**config.mk**
```make
export PLATFORM = sky130hd
export DESIGN_NAME = jump_ctrl_flat
export DESIGN_NICKNAME = d
export VERILOG_FILES = /design/src/rtl/jump_pkg.sv /design/src/rtl/jump_ctrl_if.sv /design/src/rtl/jump_charge.sv /design/src/rtl/jump_ctrl.sv /design/src/flat_wrapper.sv
export SDC_FILE = /design/constraint.sdc
export NUM_CORES = 1
export LEC_CHECK = 0
export BUFFER_PORTS_ARGS = -buffer_cell sky130_fd_sc_hd__buf_2
export CAP_MARGIN = 0
export CORE_AREA = 2 2 93 95
export DETAILED_ROUTE_END_ITERATION = 10
export DIE_AREA = 0 0 95 97
export HOLD_SLACK_MARGIN = 0.08
export MAX_ROUTING_LAYER = met4
export PLACE_DENSITY = 0.71
export SYNTH_ARGS = -nofsm -noshare
export SYNTH_HDL_FRONTEND = slang
export SYNTH_SLANG_ARGS = --single-unit
```
**constraint.sdc**
```tcl
create_clock -name clk_jump -period 5.2 [get_ports clk_jump]
set_input_delay 0.78 -clock clk_jump [delete_from_list [all_inputs] [get_ports clk_jump]]
set_output_delay 0.78 -clock clk_jump [all_outputs]
set_load 0.005 [all_outputs]
```
**src/rtl/jump_pkg.sv**
```systemverilog
// Shared state encoding, bus widths and parameter defaults for the jump controller.
// Also hosts the saturating velocity adder used by the charge accumulator.
package jump_pkg;

    localparam int VEL_W   = 11;
    localparam int DIST_W  = 11;
    localparam int SCORE_W = 16;

    localparam int unsigned CHARGE_DIV_DEF     = 4;
    localparam int unsigned CHARGE_STEP_DEF    = 1;
    localparam int unsigned V_MIN_DEF          = 16;
    localparam int unsigned V_MAX_DEF          = 1023;
    localparam int unsigned FLIGHT_TIMEOUT_DEF = 4096;

    typedef enum logic [2:0] {
        ST_IDLE   = 3'd0,
        ST_CHARGE = 3'd1,
        ST_FLIGHT = 3'd2,
        ST_LAND   = 3'd3,
        ST_COOL   = 3'd4,
        ST_OVER   = 3'd5
    } state_e;

    // The sum is formed 32 bits wide so it can never wrap before the ceiling check.
    function automatic logic [VEL_W-1:0] vel_sat_add(input logic [VEL_W-1:0] v,
                                                     input int unsigned step,
                                                     input int unsigned vmax);
        int unsigned sum;
        sum = 32'(v) + step;
        if (sum > vmax) begin
            return VEL_W'(vmax);
        end
        return sum[VEL_W-1:0];
    endfunction

endpackage

```
**src/rtl/jump_ctrl_if.sv**
```systemverilog
// Link between the jump controller and the jump datapath that models the flight.
// The controller owns the enable and launch velocity; the datapath reports landing.
interface jump_ctrl_if;
    import jump_pkg::*;

    logic              o_jump_en;
    logic [VEL_W-1:0]  o_v_init;
    logic              i_done;
    logic [DIST_W-1:0] i_dist;

    modport master (
        output o_jump_en,
        output o_v_init,
        input  i_done,
        input  i_dist
    );

    modport slave (
        input  o_jump_en,
        input  o_v_init,
        output i_done,
        output i_dist
    );

endinterface

```
**src/rtl/jump_charge.sv**
```systemverilog
// Charge accumulator: a divider paces velocity steps while the button is held,
// and the velocity saturates at V_MAX instead of wrapping.
module jump_charge
    import jump_pkg::*;
#(
    parameter int unsigned CHARGE_DIV  = CHARGE_DIV_DEF,
    parameter int unsigned CHARGE_STEP = CHARGE_STEP_DEF,
    parameter int unsigned V_MIN       = V_MIN_DEF,
    parameter int unsigned V_MAX       = V_MAX_DEF
) (
    input  logic             clk_jump,
    input  logic             rst_n,
    input  logic             load_i,
    input  logic             run_i,
    output logic [VEL_W-1:0] vel_o
);

    localparam int unsigned      DIV_W    = (CHARGE_DIV > 1) ? $clog2(CHARGE_DIV) : 1;
    localparam logic [DIV_W-1:0] DIV_LAST = DIV_W'(CHARGE_DIV - 1);

    logic [DIV_W-1:0] div_q, div_d;
    logic [VEL_W-1:0] vel_q, vel_d;

    // NOTE: every always_comb output gets a default first so no path can infer a latch.
    always_comb begin
        div_d = div_q;
        vel_d = vel_q;
        if (load_i) begin
            div_d = '0;
            vel_d = VEL_W'(V_MIN);
        end else if (run_i) begin
            if (div_q == DIV_LAST) begin
                div_d = '0;
                vel_d = vel_sat_add(vel_q, CHARGE_STEP, V_MAX);
            end else begin
                div_d = div_q + 1'b1;
            end
        end
    end

    // NOTE: sequential state uses non-blocking assignments only.
    always_ff @(posedge clk_jump or negedge rst_n) begin
        if (!rst_n) begin
            div_q <= '0;
            vel_q <= '0;
        end else begin
            div_q <= div_d;
            vel_q <= vel_d;
        end
    end

    assign vel_o = vel_q;

endmodule

```
**src/rtl/jump_ctrl.sv**
```systemverilog
// Jump game controller: charge, flight supervision, landing judgement and scoring.
// All outputs come straight from flops so the display and datapath see clean levels.
module jump_ctrl
    import jump_pkg::*;
#(
    parameter int unsigned CHARGE_DIV     = CHARGE_DIV_DEF,
    parameter int unsigned CHARGE_STEP    = CHARGE_STEP_DEF,
    parameter int unsigned V_MIN          = V_MIN_DEF,
    parameter int unsigned V_MAX          = V_MAX_DEF,
    parameter int unsigned FLIGHT_TIMEOUT = FLIGHT_TIMEOUT_DEF
) (
    input  logic               clk_jump,
    input  logic               rst_n,
    input  logic               btn,
    jump_ctrl_if.master        dp,
    input  logic [DIST_W-1:0]  i_gap_min,
    input  logic [DIST_W-1:0]  i_gap_max,
    output logic [SCORE_W-1:0] o_score,
    output logic               o_land_ok,
    output logic               o_game_over,
    output logic [2:0]         o_state
);

    localparam int unsigned     FC_W    = $clog2(FLIGHT_TIMEOUT + 1);
    localparam logic [FC_W-1:0] FC_LAST = FC_W'(FLIGHT_TIMEOUT - 1);

    state_e             state_q, state_d;
    logic               jump_en_q, jump_en_d;
    logic [VEL_W-1:0]   v_init_q, v_init_d;
    logic [SCORE_W-1:0] score_q, score_d;
    logic               land_ok_q, land_ok_d;
    logic               game_over_q, game_over_d;
    logic [DIST_W-1:0]  dist_q, dist_d;
    logic [FC_W-1:0]    fc_q, fc_d;
    logic               btn_prev_q, btn_prev_d;

    logic               charge_load;
    logic               charge_run;
    logic [VEL_W-1:0]   vel;
    logic               in_window;

    jump_charge #(
        .CHARGE_DIV  (CHARGE_DIV),
        .CHARGE_STEP (CHARGE_STEP),
        .V_MIN       (V_MIN),
        .V_MAX       (V_MAX)
    ) u_charge (
        .clk_jump (clk_jump),
        .rst_n    (rst_n),
        .load_i   (charge_load),
        .run_i    (charge_run),
        .vel_o    (vel)
    );

    // An inverted window (min > max) can never satisfy both bounds, so it is empty.
    assign in_window = (dist_q >= i_gap_min) && (dist_q <= i_gap_max);

    always_comb begin
        state_d     = state_q;
        jump_en_d   = jump_en_q;
        v_init_d    = v_init_q;
        score_d     = score_q;
        land_ok_d   = 1'b0;
        dist_d      = dist_q;
        fc_d        = fc_q;
        btn_prev_d  = btn;
        charge_load = 1'b0;
        charge_run  = 1'b0;

        unique case (state_q)
            ST_IDLE: begin
                jump_en_d = 1'b0;
                if (btn) begin
                    state_d     = ST_CHARGE;
                    charge_load = 1'b1;
                end
            end
            ST_CHARGE: begin
                if (btn) begin
                    charge_run = 1'b1;
                end else begin
                    state_d   = ST_FLIGHT;
                    jump_en_d = 1'b1;
                    v_init_d  = vel;
                    fc_d      = '0;
                end
            end
            ST_FLIGHT: begin
                // Landing wins over a timeout expiring on the same cycle.
                if (dp.i_done) begin
                    state_d = ST_LAND;
                    dist_d  = dp.i_dist;
                end else if (fc_q == FC_LAST) begin
                    state_d   = ST_OVER;
                    jump_en_d = 1'b0;
                end else begin
                    fc_d = fc_q + 1'b1;
                end
            end
            ST_LAND: begin
                jump_en_d = 1'b0;
                if (in_window) begin
                    state_d   = ST_COOL;
                    land_ok_d = 1'b1;
                    score_d   = (score_q == '1) ? score_q : score_q + 1'b1;
                end else begin
                    state_d = ST_OVER;
                end
            end
            ST_COOL: begin
                jump_en_d = 1'b0;
                if (!dp.i_done) begin
                    state_d = ST_IDLE;
                end
            end
            ST_OVER: begin
                jump_en_d = 1'b0;
                if (btn_prev_q && !btn) begin
                    state_d = ST_IDLE;
                    score_d = '0;
                end
            end
            default: begin
                state_d   = ST_IDLE;
                jump_en_d = 1'b0;
            end
        endcase

        game_over_d = (state_d == ST_OVER);
    end

    always_ff @(posedge clk_jump or negedge rst_n) begin
        if (!rst_n) begin
            state_q     <= ST_IDLE;
            jump_en_q   <= 1'b0;
            v_init_q    <= '0;
            score_q     <= '0;
            land_ok_q   <= 1'b0;
            game_over_q <= 1'b0;
            dist_q      <= '0;
            fc_q        <= '0;
            btn_prev_q  <= 1'b0;
        end else begin
            state_q     <= state_d;
            jump_en_q   <= jump_en_d;
            v_init_q    <= v_init_d;
            score_q     <= score_d;
            land_ok_q   <= land_ok_d;
            game_over_q <= game_over_d;
            dist_q      <= dist_d;
            fc_q        <= fc_d;
            btn_prev_q  <= btn_prev_d;
        end
    end

    assign dp.o_jump_en = jump_en_q;
    assign dp.o_v_init  = v_init_q;
    assign o_score      = score_q;
    assign o_land_ok    = land_ok_q;
    assign o_game_over  = game_over_q;
    assign o_state      = state_q;

endmodule

```
**src/flat_wrapper.sv**
```systemverilog
// flat-port wrapper written by rule: the top's interface ports become plain ports
module jump_ctrl_flat import jump_pkg::*;
#(
    parameter int unsigned CHARGE_DIV     = CHARGE_DIV_DEF,
    parameter int unsigned CHARGE_STEP    = CHARGE_STEP_DEF,
    parameter int unsigned V_MIN          = V_MIN_DEF,
    parameter int unsigned V_MAX          = V_MAX_DEF,
    parameter int unsigned FLIGHT_TIMEOUT = FLIGHT_TIMEOUT_DEF
)
  (clk_jump, rst_n, btn, i_gap_min, i_gap_max, o_score, o_land_ok, o_game_over, o_state, dp_o_jump_en, dp_o_v_init, dp_i_done, dp_i_dist);
  jump_ctrl_if dp_i ();
  input  logic clk_jump;
  input  logic rst_n;
  input  logic btn;
  input  logic [DIST_W-1:0] i_gap_min;
  input  logic [DIST_W-1:0] i_gap_max;
  output logic [SCORE_W-1:0] o_score;
  output logic o_land_ok;
  output logic o_game_over;
  output logic [2:0] o_state;
  output wire logic [$bits(dp_i.o_jump_en)-1:0] dp_o_jump_en;
  output wire logic [$bits(dp_i.o_v_init)-1:0] dp_o_v_init;
  input wire logic [$bits(dp_i.i_done)-1:0] dp_i_done;
  input wire logic [$bits(dp_i.i_dist)-1:0] dp_i_dist;
  assign dp_o_jump_en = dp_i.o_jump_en;
  assign dp_o_v_init = dp_i.o_v_init;
  assign dp_i.i_done = dp_i_done;
  assign dp_i.i_dist = dp_i_dist;
  jump_ctrl #(.CHARGE_DIV(CHARGE_DIV), .CHARGE_STEP(CHARGE_STEP), .V_MIN(V_MIN), .V_MAX(V_MAX), .FLIGHT_TIMEOUT(FLIGHT_TIMEOUT)) u_core (.clk_jump(clk_jump), .rst_n(rst_n), .btn(btn), .dp(dp_i), .i_gap_min(i_gap_min), .i_gap_max(i_gap_max), .o_score(o_score), .o_land_ok(o_land_ok), .o_game_over(o_game_over), .o_state(o_state));
endmodule
```
==> flow_metrics.env <==
export IMPL_outcome="complete, no violations"
export IMPL_syn2layout_area_growth_pct=16.6
export IMPL_root_buffer="clkbuf_8"
export IMPL_core_mm2=0.00813
export IMPL_rsz0062_at_grt="false"
export IMPL_slew_violations=0
export IMPL_hp_start="u_core.dp.o_v_init[7]$_DFFE_PN0P_"
export IMPL_drt_total_wl_mm=8.67
export IMPL_cts_hold_buffers_added=0
export IMPL_syn_inst=438
export IMPL_yosys_top_cells_count="71 x dfrtp_1, 66 x nand2_1, 37 x o21ai_0, 31 x inv_1, 29 x a21oi_1"
export IMPL_tightest_slew_ns=1.20
export IMPL_power_switching_mw=0.636
export IMPL_critical_path_reg2reg_endpoint="u_core.o_score[0]$_DFFE_PN0P_"
export IMPL_fin_crit_sh_pct=59.1
export IMPL_fmax_ghz=0.325
export IMPL_dieArea_mm2=0.00922
export IMPL_period_needed_ns=3.08
export IMPL_power_frac_clock_pct=26.5
export IMPL_port_buffers=69
export IMPL_fin_nets=570
export IMPL_powerDensity_mw_per_mm2=394
export IMPL_fin_tns_setup_ns=0
export IMPL_dp_hpwl_mm=6.33
export IMPL_ctsResizeCount=0
export IMPL_ys_ff_latch=71
export IMPL_cts_clk_slew_worst_paths_ns=0.07
export IMPL_p_int_mw=1.19
export IMPL_p_seq_share_pct=41.5
export IMPL_synthArstFlopShare_pct=100
export IMPL_postCtsSetupRepairBufs=0
export IMPL_synth_most_common_cell="dfrtp_1"
export IMPL_swShare_pct=34.8
export IMPL_vias=3429
export IMPL_grt_max_degree=38
export IMPL_drv_cap=0
export IMPL_yosysTopAreaCellShare_pct=44.6
export IMPL_grt_pass1_wl_mm=14.9
export IMPL_ant_nets=0
export IMPL_first_pass_iters=4
export IMPL_drive_above_1_share_pct=20.9
export IMPL_ios=70
export IMPL_combinationalPowerShare_pct=32.0
export IMPL_antenna_found_initial=0
export IMPL_min_path_type="register to register"
export IMPL_r2r_cells=8
export IMPL_min_to="u_core.dp.o_v_init[7]$_DFFE_PN0P_"
export IMPL_die_w_um=95
export IMPL_crit_path_start_kind="input pin"
export IMPL_n_antenna_cell=0
export IMPL_via_per_inst=5.56
export IMPL_ys_types=45
export IMPL_p_leak_nw=2.31
export IMPL_syn_area_mm2=0.00398
export IMPL_gp_congestion=0.817
export IMPL_syn_num_nets=501
export IMPL_endpoint_kind="register"
export IMPL_grt_overflow=0
export IMPL_crit_arrival_ns=3.30
export IMPL_wl_per_cell_um=14.0
export IMPL_regToRegSetupSlack_ns=2.26
export IMPL_drtIter0Drc=171
export IMPL_relSlewSlack_pct=19.4
export IMPL_clk_path_buf_depth=2
export IMPL_synth_main_ff_cell="dfrtp_1"
export IMPL_cts_num_sinks=71
export IMPL_yosysWarnings=0
export IMPL_ys_seq_area_share_pct=44.6
export IMPL_ys_top_cells_by_area="dfrtp_1 45%, ha_1 8.2%, nand2_1 6.2%"
export IMPL_yosys_area_top_type="dfrtp_1"
export IMPL_synth_edf_count=0
export IMPL_cts_tree="yes"
export IMPL_fin_skew_ns=0.00668
export IMPL_htree_num_levels=3
export IMPL_r2r_start="u_core.dist_q[2]$_DFFE_PN0P_"
export IMPL_die_h_um=97
export IMPL_whs_path_depth=2
export IMPL_cts_buffers_inserted=9
export IMPL_drcViolationCount=0
export IMPL_start_util_pct=48.9
export IMPL_path_max_fanout=28
export IMPL_grt_pass1_vias=3359
export IMPL_synth_area_per_cell_um2=9.09
export IMPL_path_class="input pin to register"
export IMPL_finalHoldViolCount=0
export IMPL_setup_viol=0
export IMPL_peakVddDrop_uv=151
export IMPL_grtUsageTotal_pct=20.7
export IMPL_worstSkewPairLatency_ns=0.34
export IMPL_required_ns=5.43
export IMPL_post_route_util_pct=57.0
export IMPL_rows=33
-- critical path, cell delays in order --
cell	delay [ns]
buf_2	0.08
inv_1	0.03
ha_1	0.31
a21oi_1	0.15
a211oi_1	0.12
a2111oi_4	0.39
nor3_1	0.12
or2_1	0.50
nor3_1	0.44
mux2_2	0.38
-- layer usage --
metal | vias to the layer above | track usage (%) | wire length [um]
met5 | - | - | 0
met4 | 0 | 8.47 | 189
met3 | 15 | 2.88 | 405
met2 | 89 | 34.3 | 4170
met1 | 1633 | 25.1 | 3900
li1 | 1692 | - | -
-- metrics by stage --
stage / cells / setup WS (ns) / hold WS [ns] / power, mW / area, um^2
2_1_floorplan: 438 / 2.32 / 0.470 / 1.17 / 3980
3_3_place_gp: 601 / 1.90 / 0.458 / 1.32 / 4410
3_5_place_dp: 601 / 1.78 / 0.457 / 1.35 / 4410
4_1_cts: 617 / 2.15 / 0.487 / 1.85 / 4640
5_1_grt: 617 / 2.01 / 0.507 / 1.97 / 4640
6_report: 617 / 2.12 / 0.481 / 1.83 / 4640
-- area by class of cell --
class,count,area (um^2)
Sequential cell,71,1780
Multi-Input combinational cell,324,2030
Tap cell,105,131
Timing Repair Buffer,70,353
Clock inverter,2,35.0
Inverter,31,116
Clock buffer,14,193
Fill cell,720,3490
-- power groups by stage --
stage / combinational, mW / clock, mW / sequential [mW]
2_1_floorplan: 0.444 / 0 / 0.731
3_3_place_gp: 0.561 / 0 / 0.764
3_5_place_dp: 0.587 / 0 / 0.767
4_1_cts: 0.589 / 0.500 / 0.756
5_1_grt: 0.673 / 0.525 / 0.775
6_report: 0.585 / 0.484 / 0.758
-- cell families after synthesis --
kind of cell / synth area share (%)
AND/OR/NAND/NOR: 23.1
AO/OA/AOI/OAI: 14.3
flip-flops: 44.6
buffers and inverters: 4.50
adder cells (fa/ha/maj): 8.17
multiplexers: 4.15
XOR/XNOR: 1.10
-- worst max path at each step --
| stage | from | endpoint | slack [ns] | depth (start not counted) |
|---|---|---|---|---|
| floorplan | i_gap_max[6] | u_core.o_score[0]$_DFFE_PN0P_ | 2.32 | 10 |
| global placement | i_gap_max[2] | u_core.o_score[0]$_DFFE_PN0P_ | 1.90 | 10 |
| finish | i_gap_max[2] | u_core.o_score[0]$_DFFE_PN0P_ | 2.12 | 10 |
| detailed placement | i_gap_max[2] | u_core.o_score[0]$_DFFE_PN0P_ | 1.78 | 10 |
| global route | i_gap_max[8] | u_core.o_score[0]$_DFFE_PN0P_ | 2.01 | 10 |
| CTS | i_gap_max[2] | u_core.o_score[0]$_DFFE_PN0P_ | 2.15 | 10 |
-- registers in the layout, summed over array words and instances, names as in the netlist --
signal,count
u_core.o_state,3
u_core.u_charge.vel_o,11
u_core.dist_q,11
u_core.dp.o_v_init,11
u_core.fc_q,13
u_core.dp.o_jump_en,1
u_core.btn_prev_q,1
u_core.o_land_ok,1
u_core.u_charge.div_q,2
u_core.o_game_over,1
u_core.o_score,16
-- placed cells by master, fill, tap and decap left out, drive strengths merged, types with 2 or more instances in the layout --
master and n:
o211ai 3, or4 4, a21o 2, dfrtp 71, a211oi 2, nand3 26, nand2 66, xor2 3
o21a 3, mux2 12, xnor2 2, nor4 2, nor2b 5, nand2b 6, and2 5, a21oi 31
nor2 22, or3 15, clkbuf 14, o31ai 5, o21ai 38, and3 9, a22o 5, buf 70
mux2i 3, nand3b 2, nor3 7, inv 31, ha 26, nand4 10
Note: power is estimated with default switching activity, not from simulation.
